## src/rtl/rst_seq_ctrl.sv

```systemverilog
// Staged reset sequencer: synchronises PLL lock and a bouncy button, releases
// PORESETn then HRESETn in order, and records the cause of the latest reset.
module rst_seq_ctrl #(
  parameter int SYNC_STAGES     = 2,
  parameter int DEBOUNCE_CYCLES = 1024,
  parameter int POR_CYCLES      = 255,
  parameter int SYS_CYCLES      = 16,
  parameter bit LOCKUP_RESET    = 1'b1
) (
  input  logic       CLK,
  input  logic       RESET,
  input  logic       PLL_LOCKED,
  input  logic       BTN,
  input  logic       SYSRESETREQ,
  input  logic       LOCKUP,
  output logic       PORESETn,
  output logic       HRESETn,
  output logic [3:0] RESET_CAUSE,
  output logic       SEQ_BUSY
);
  localparam int CNT_MAX = (POR_CYCLES > SYS_CYCLES) ? POR_CYCLES : SYS_CYCLES;
  localparam int CNT_W   = $clog2(CNT_MAX + 1);
  localparam int DB_W    = $clog2(DEBOUNCE_CYCLES);

  localparam logic [CNT_W-1:0] POR_LAST = CNT_W'(POR_CYCLES - 1);
  localparam logic [CNT_W-1:0] SYS_LAST = CNT_W'(SYS_CYCLES - 1);
  localparam logic [DB_W-1:0]  DB_LAST  = DB_W'(DEBOUNCE_CYCLES - 1);

  localparam logic [3:0] CAUSE_POR  = 4'b0001;
  localparam logic [3:0] CAUSE_LOCK = 4'b0010;
  localparam logic [3:0] CAUSE_BTN  = 4'b0100;
  localparam logic [3:0] CAUSE_SYS  = 4'b1000;

  typedef enum logic [2:0] {
    WAIT_LOCK,
    POR_CNT,
    SYS_CNT,
    RUN,
    BTN_HOLD
  } state_t;

  state_t                 state_q, state_d;
  logic [SYNC_STAGES-1:0] lock_sync_q, lock_sync_d;
  logic [SYNC_STAGES-1:0] btn_sync_q, btn_sync_d;
  logic [DB_W-1:0]        db_cnt_q, db_cnt_d;
  logic                   btn_db_q, btn_db_d;
  logic                   btn_db_prev_q, btn_db_prev_d;
  logic [CNT_W-1:0]       cnt_q, cnt_d;
  logic                   por_n_q, por_n_d;
  logic                   hrst_n_q, hrst_n_d;
  logic [3:0]             cause_q, cause_d;
  logic                   busy_q, busy_d;

  logic lock_s, btn_s, btn_press, sys_req;

  assign lock_s    = lock_sync_q[SYNC_STAGES-1];
  assign btn_s     = btn_sync_q[SYNC_STAGES-1];
  assign btn_press = btn_db_q & ~btn_db_prev_q;
  assign sys_req   = SYSRESETREQ | (LOCKUP & LOCKUP_RESET);

  always_comb begin
    lock_sync_d   = {lock_sync_q[SYNC_STAGES-2:0], PLL_LOCKED};
    btn_sync_d    = {btn_sync_q[SYNC_STAGES-2:0], BTN};
    btn_db_d      = btn_db_q;
    btn_db_prev_d = btn_db_q;
    db_cnt_d      = '0;
    if (btn_s != btn_db_q) begin
      if (db_cnt_q == DB_LAST) btn_db_d = btn_s;
      else                     db_cnt_d = db_cnt_q + DB_W'(1);
    end

    state_d  = state_q;
    cnt_d    = cnt_q;
    por_n_d  = por_n_q;
    hrst_n_d = hrst_n_q;
    cause_d  = cause_q;

    // Lock loss outranks the button, which outranks core requests.
    if (!lock_s && state_q != WAIT_LOCK && state_q != BTN_HOLD) begin
      state_d  = WAIT_LOCK;
      cnt_d    = '0;
      por_n_d  = 1'b0;
      hrst_n_d = 1'b0;
      cause_d  = CAUSE_LOCK;
    end else if (btn_press && state_q != BTN_HOLD) begin
      state_d  = BTN_HOLD;
      cnt_d    = '0;
      por_n_d  = 1'b0;
      hrst_n_d = 1'b0;
      cause_d  = CAUSE_BTN;
    end else begin
      case (state_q)
        WAIT_LOCK: begin
          por_n_d  = 1'b0;
          hrst_n_d = 1'b0;
          cnt_d    = '0;
          if (lock_s) state_d = POR_CNT;
        end
        POR_CNT: begin
          if (cnt_q == POR_LAST) begin
            por_n_d = 1'b1;
            cnt_d   = '0;
            state_d = SYS_CNT;
          end else begin
            cnt_d = cnt_q + CNT_W'(1);
          end
        end
        SYS_CNT: begin
          if (cnt_q == SYS_LAST) begin
            hrst_n_d = 1'b1;
            cnt_d    = '0;
            state_d  = RUN;
          end else begin
            cnt_d = cnt_q + CNT_W'(1);
          end
        end
        RUN: begin
          if (sys_req) begin
            hrst_n_d = 1'b0;
            cause_d  = CAUSE_SYS;
            cnt_d    = '0;
            state_d  = SYS_CNT;
          end
        end
        BTN_HOLD: begin
          por_n_d  = 1'b0;
          hrst_n_d = 1'b0;
          cnt_d    = '0;
          if (!btn_db_q) state_d = WAIT_LOCK;
        end
        default: begin
          state_d  = WAIT_LOCK;
          por_n_d  = 1'b0;
          hrst_n_d = 1'b0;
          cnt_d    = '0;
        end
      endcase
    end

    busy_d = (state_d != RUN);
  end

  always_ff @(posedge CLK or posedge RESET) begin
    if (RESET) begin
      state_q       <= WAIT_LOCK;
      lock_sync_q   <= '0;
      btn_sync_q    <= '0;
      db_cnt_q      <= '0;
      btn_db_q      <= 1'b0;
      btn_db_prev_q <= 1'b0;
      cnt_q         <= '0;
      por_n_q       <= 1'b0;
      hrst_n_q      <= 1'b0;
      cause_q       <= CAUSE_POR;
      busy_q        <= 1'b1;
    end else begin
      state_q       <= state_d;
      lock_sync_q   <= lock_sync_d;
      btn_sync_q    <= btn_sync_d;
      db_cnt_q      <= db_cnt_d;
      btn_db_q      <= btn_db_d;
      btn_db_prev_q <= btn_db_prev_d;
      cnt_q         <= cnt_d;
      por_n_q       <= por_n_d;
      hrst_n_q      <= hrst_n_d;
      cause_q       <= cause_d;
      busy_q        <= busy_d;
    end
  end

  assign PORESETn    = por_n_q;
  assign HRESETn     = hrst_n_q;
  assign RESET_CAUSE = cause_q;
  assign SEQ_BUSY    = busy_q;
endmodule

```

## config.mk

```make
export PLATFORM = sky130hd
export DESIGN_NAME = rst_seq_ctrl
export DESIGN_NICKNAME = d
export VERILOG_FILES = /design/src/rtl/rst_seq_ctrl.sv
export SDC_FILE = /design/constraint.sdc
export NUM_CORES = 1
export LEC_CHECK = 0
export ABC_AREA = 1
export BUFFER_PORTS_ARGS = -buffer_cell sky130_fd_sc_hd__clkbuf_2
export CAP_MARGIN = 20
export CORE_UTILIZATION = 40
export CTS_CLUSTER_DIAMETER = 50
export DETAILED_ROUTE_END_ITERATION = 6
export PLACE_DENSITY = 0.66
export SETUP_SLACK_MARGIN = 0.15
export SYNTH_ARGS = -nofsm -noshare
export SYNTH_HDL_FRONTEND = slang
export SYNTH_SLANG_ARGS = --single-unit
```

## constraint.sdc

```tcl
create_clock -name CLK -period 3.3 [get_ports CLK]
set_clock_uncertainty 0.2 [all_clocks]
set_input_delay 0.66 -clock CLK [delete_from_list [all_inputs] [get_ports CLK]]
set_output_delay 0.66 -clock CLK [all_outputs]
set_load 0.02 [all_outputs]
```

==> run metrics <==
status finished, final reports clean; Clock Latency Late Sink 0.29 ns; async set-reset flop share out of synthesis 100%; CP Buf/Inv Count 1; detailed placement HPWL 2.16 mm; fin. max-slew vios 0; clk sinks 34; Synth Flop Type dfrtp_1; starting density of the core 42.1%; Worst Path Arrival 0.98 ns; Hold Path Class flip-flop to flip-flop; mux cell area share after synthesis 0%; unrepaired setup endpoints after global routing no; area growth from synthesis to layout 16.1%; syn nets 203; fillers 391; DRT iter0 DRCs 54; post-cts hold buffer count 0; kind of end point of the critical path primary output; period utilisation layout 55.9%; Cells after Synth 194; drt wl/cell 11.2 um; Synth Area in Adders 2.21%; initial antenna violation count 0; largest area contributor in the netlist dfrtp_1; CP max-delay cell dfstp_2; nets 223; vias in the first global route 1,234; CP top delay family flip-flops; multi-input logic area 731 um2; Num CTS Buffers 5; Global Route Usage Sum 15.6%; Hold Path Sink btn_sync_q[1]$_DFF_PP0_; Peak VDD IR 0.291 mV; R2R setup slack 1.57 ns; synth warn 0; I/O pins 13; Final setup viols 0; Synth area leaders dfrtp_1 47%, nand2_1 8.0%, inv_1 6.2%; Worst Path Required 2.44 ns; Crit Path Category flip-flop to primary output; Die Area 4510 um2; n_diodes 0; Rel. slew slack 71.5%; CP Launch Type flip-flop; min cycle time layout 1.84 ns; Register Area 853 um2; Synth Area in Simple Gates 31.7%; hold path depth 0; post_cts resized 0; post-route ant nets 0; cell with the most instances after synthesis nand2_1; # rows 23; Die Wd 67.1 um; Leak 0.956 nW; routability congestion estimate 0.831; final WL 2.97 mm; post-synthesis sequential area ratio 50.3%; hold_sp btn_sync_q[0]$_DFF_PP0_; critical-path maximum fanout 2; synthesized cell area 1700 um2; core region area 4030 um2; CTS clk-pin slew, worst paths 0.07 ns; Synth cell types 29; first drt pass iteration count 4; WHS 0.153 ns; critical-path cell list clkbuf_2; end of the worst register-to-register path db_cnt_q[9]$_DFF_PP0_; EDFF count, synth 0; Overflow after GRT 0; worst-margin pin slew 0.428 ns; synthesized area per cell 8.75 um2; final setup TNS 0 ns; Final Hold Viols 0; global-route wire length before repair 5.11 mm; total via count in the routed design 1,243; Synth Area in XOR/XNOR 3.61%; clock buffer depth 2; Yosys reg bits 34; IO Port Bufs 12; slowest cell delay on critical path 0.53 ns; Peak Freq 542 MHz; die height 67.1 um; DR vias/cell 4.69; Synth top area share 47.2%; Worst R2R Start db_cnt_q[0]$_DFF_PP0_; PwrDens 576 nW/um2; most common library cells after synthesis 36 x nand2_1, 32 x dfrtp_1, 28 x inv_1; cells on worst reg2reg path 6; Max Cap Violations 0; H-tree depth 2; CTS tree done; DRC 0; share of layout cells above drive strength 1 21.9%; Clock Tree Root clkbuf_8; largest family of logic cells by synthesized area simple AND/OR/NAND/NOR gates; largest net degree at the start of global routing 35; compound-gate portion of the synthesized area 5.53%; Post-CTS Repair Setup Buffers 0
-- metal layers --
metal	track usage (%)	share of wire, %	vias to the layer above
met2	25.5	47	15
li1	-	-	650
met4	8.24	2.1	0
met1	18.0	47	570
met5	0	0	-
met3	4.97	3.6	8
-- state kept, by name, indices dropped and copies added (netlist names) --
name           cells
PORESETn           1
btn_db_prev_d      1
btn_sync_q         2
db_cnt_q          10
SEQ_BUSY           1
RESET_CAUSE        4
state_q            3
btn_db_prev_q      1
cnt_q              8
lock_sync_q        2
HRESETn            1
-- cell type report --
class / instances / area share (%)
Inverter: 30 / 5.72
Clock buffer: 6 / 4.19
Tap cell: 50 / 3.18
Clock inverter: 2 / 3.05
Multi-Input combinational cell: 130 / 37.1
Timing Repair Buffer: 13 / 3.43
Sequential cell: 34 / 43.3
-- stage by stage --
stage | power [mW] | instances | setup slack, ns | area, um2 | util [%]
final | 1.13 | 265 | 1.46 | 1970 | 48.9
after detailed placement | 0.663 | 257 | 1.49 | 1830 | 45.3
after global routing | 1.19 | 265 | 1.37 | 1970 | 48.9
after global placement | 0.659 | 257 | 1.51 | 1830 | 45.3
after floorplan | 0.623 | 194 | 1.66 | 1700 | -
after CTS | 1.15 | 265 | 1.45 | 1970 | 48.9
-- worst max-delay path by stage --
| stage | start | end | slack (ns) | cells after the start |
|---|---|---|---|---|
| 2_1_floorplan | LOCKUP | cnt_q[4]$_DFFE_PP0P_ | 1.66 | 8 |
| 3_3_place_gp | LOCKUP | cnt_q[4]$_DFFE_PP0P_ | 1.51 | 9 |
| 3_5_place_dp | LOCKUP | cnt_q[4]$_DFFE_PP0P_ | 1.49 | 9 |
| 4_1_cts | RESET_CAUSE[0]$_DFFE_PP1P_ | RESET_CAUSE[0] | 1.45 | 1 |
| 5_1_grt | db_cnt_q[0]$_DFF_PP0_ | db_cnt_q[9]$_DFF_PP0_ | 1.37 | 6 |
| 6_report | RESET_CAUSE[0]$_DFFE_PP1P_ | RESET_CAUSE[0] | 1.46 | 1 |
-- report_power, final --
group,switching (mW),internal [mW]
combinational,0.127,0.0666
clock,0.160,0.322
sequential,0.0229,0.436
-- cell usage in the layout, fill, tap and decap left out, types with 3 or more instances in the layout --
cell	Yosys	layout
nand3_1	14	14
nand4_1	5	5
a21oi_1	5	5
clkbuf_8	0	6
clkbuf_2	0	12
o21ai_0	5	5
nand2_2	5	5
dfrtp_1	32	32
nand2_4	3	3
xor2_1	5	5
nor2_1	24	24
nand2_1	36	36
ha_1	3	3
inv_1	28	28
nor2_2	6	6
-- kinds of logic after synthesis --
| kind of cell | Yosys count |
|---|---|
| adder cells (fa/ha/maj) | 3 |
| AO/OA/AOI/OAI | 16 |
| AND/OR/NAND/NOR | 104 |
| flip-flops | 34 |
| buffers and inverters | 30 |
| XOR/XNOR | 7 |
Power figures use the tool's default switching activity.
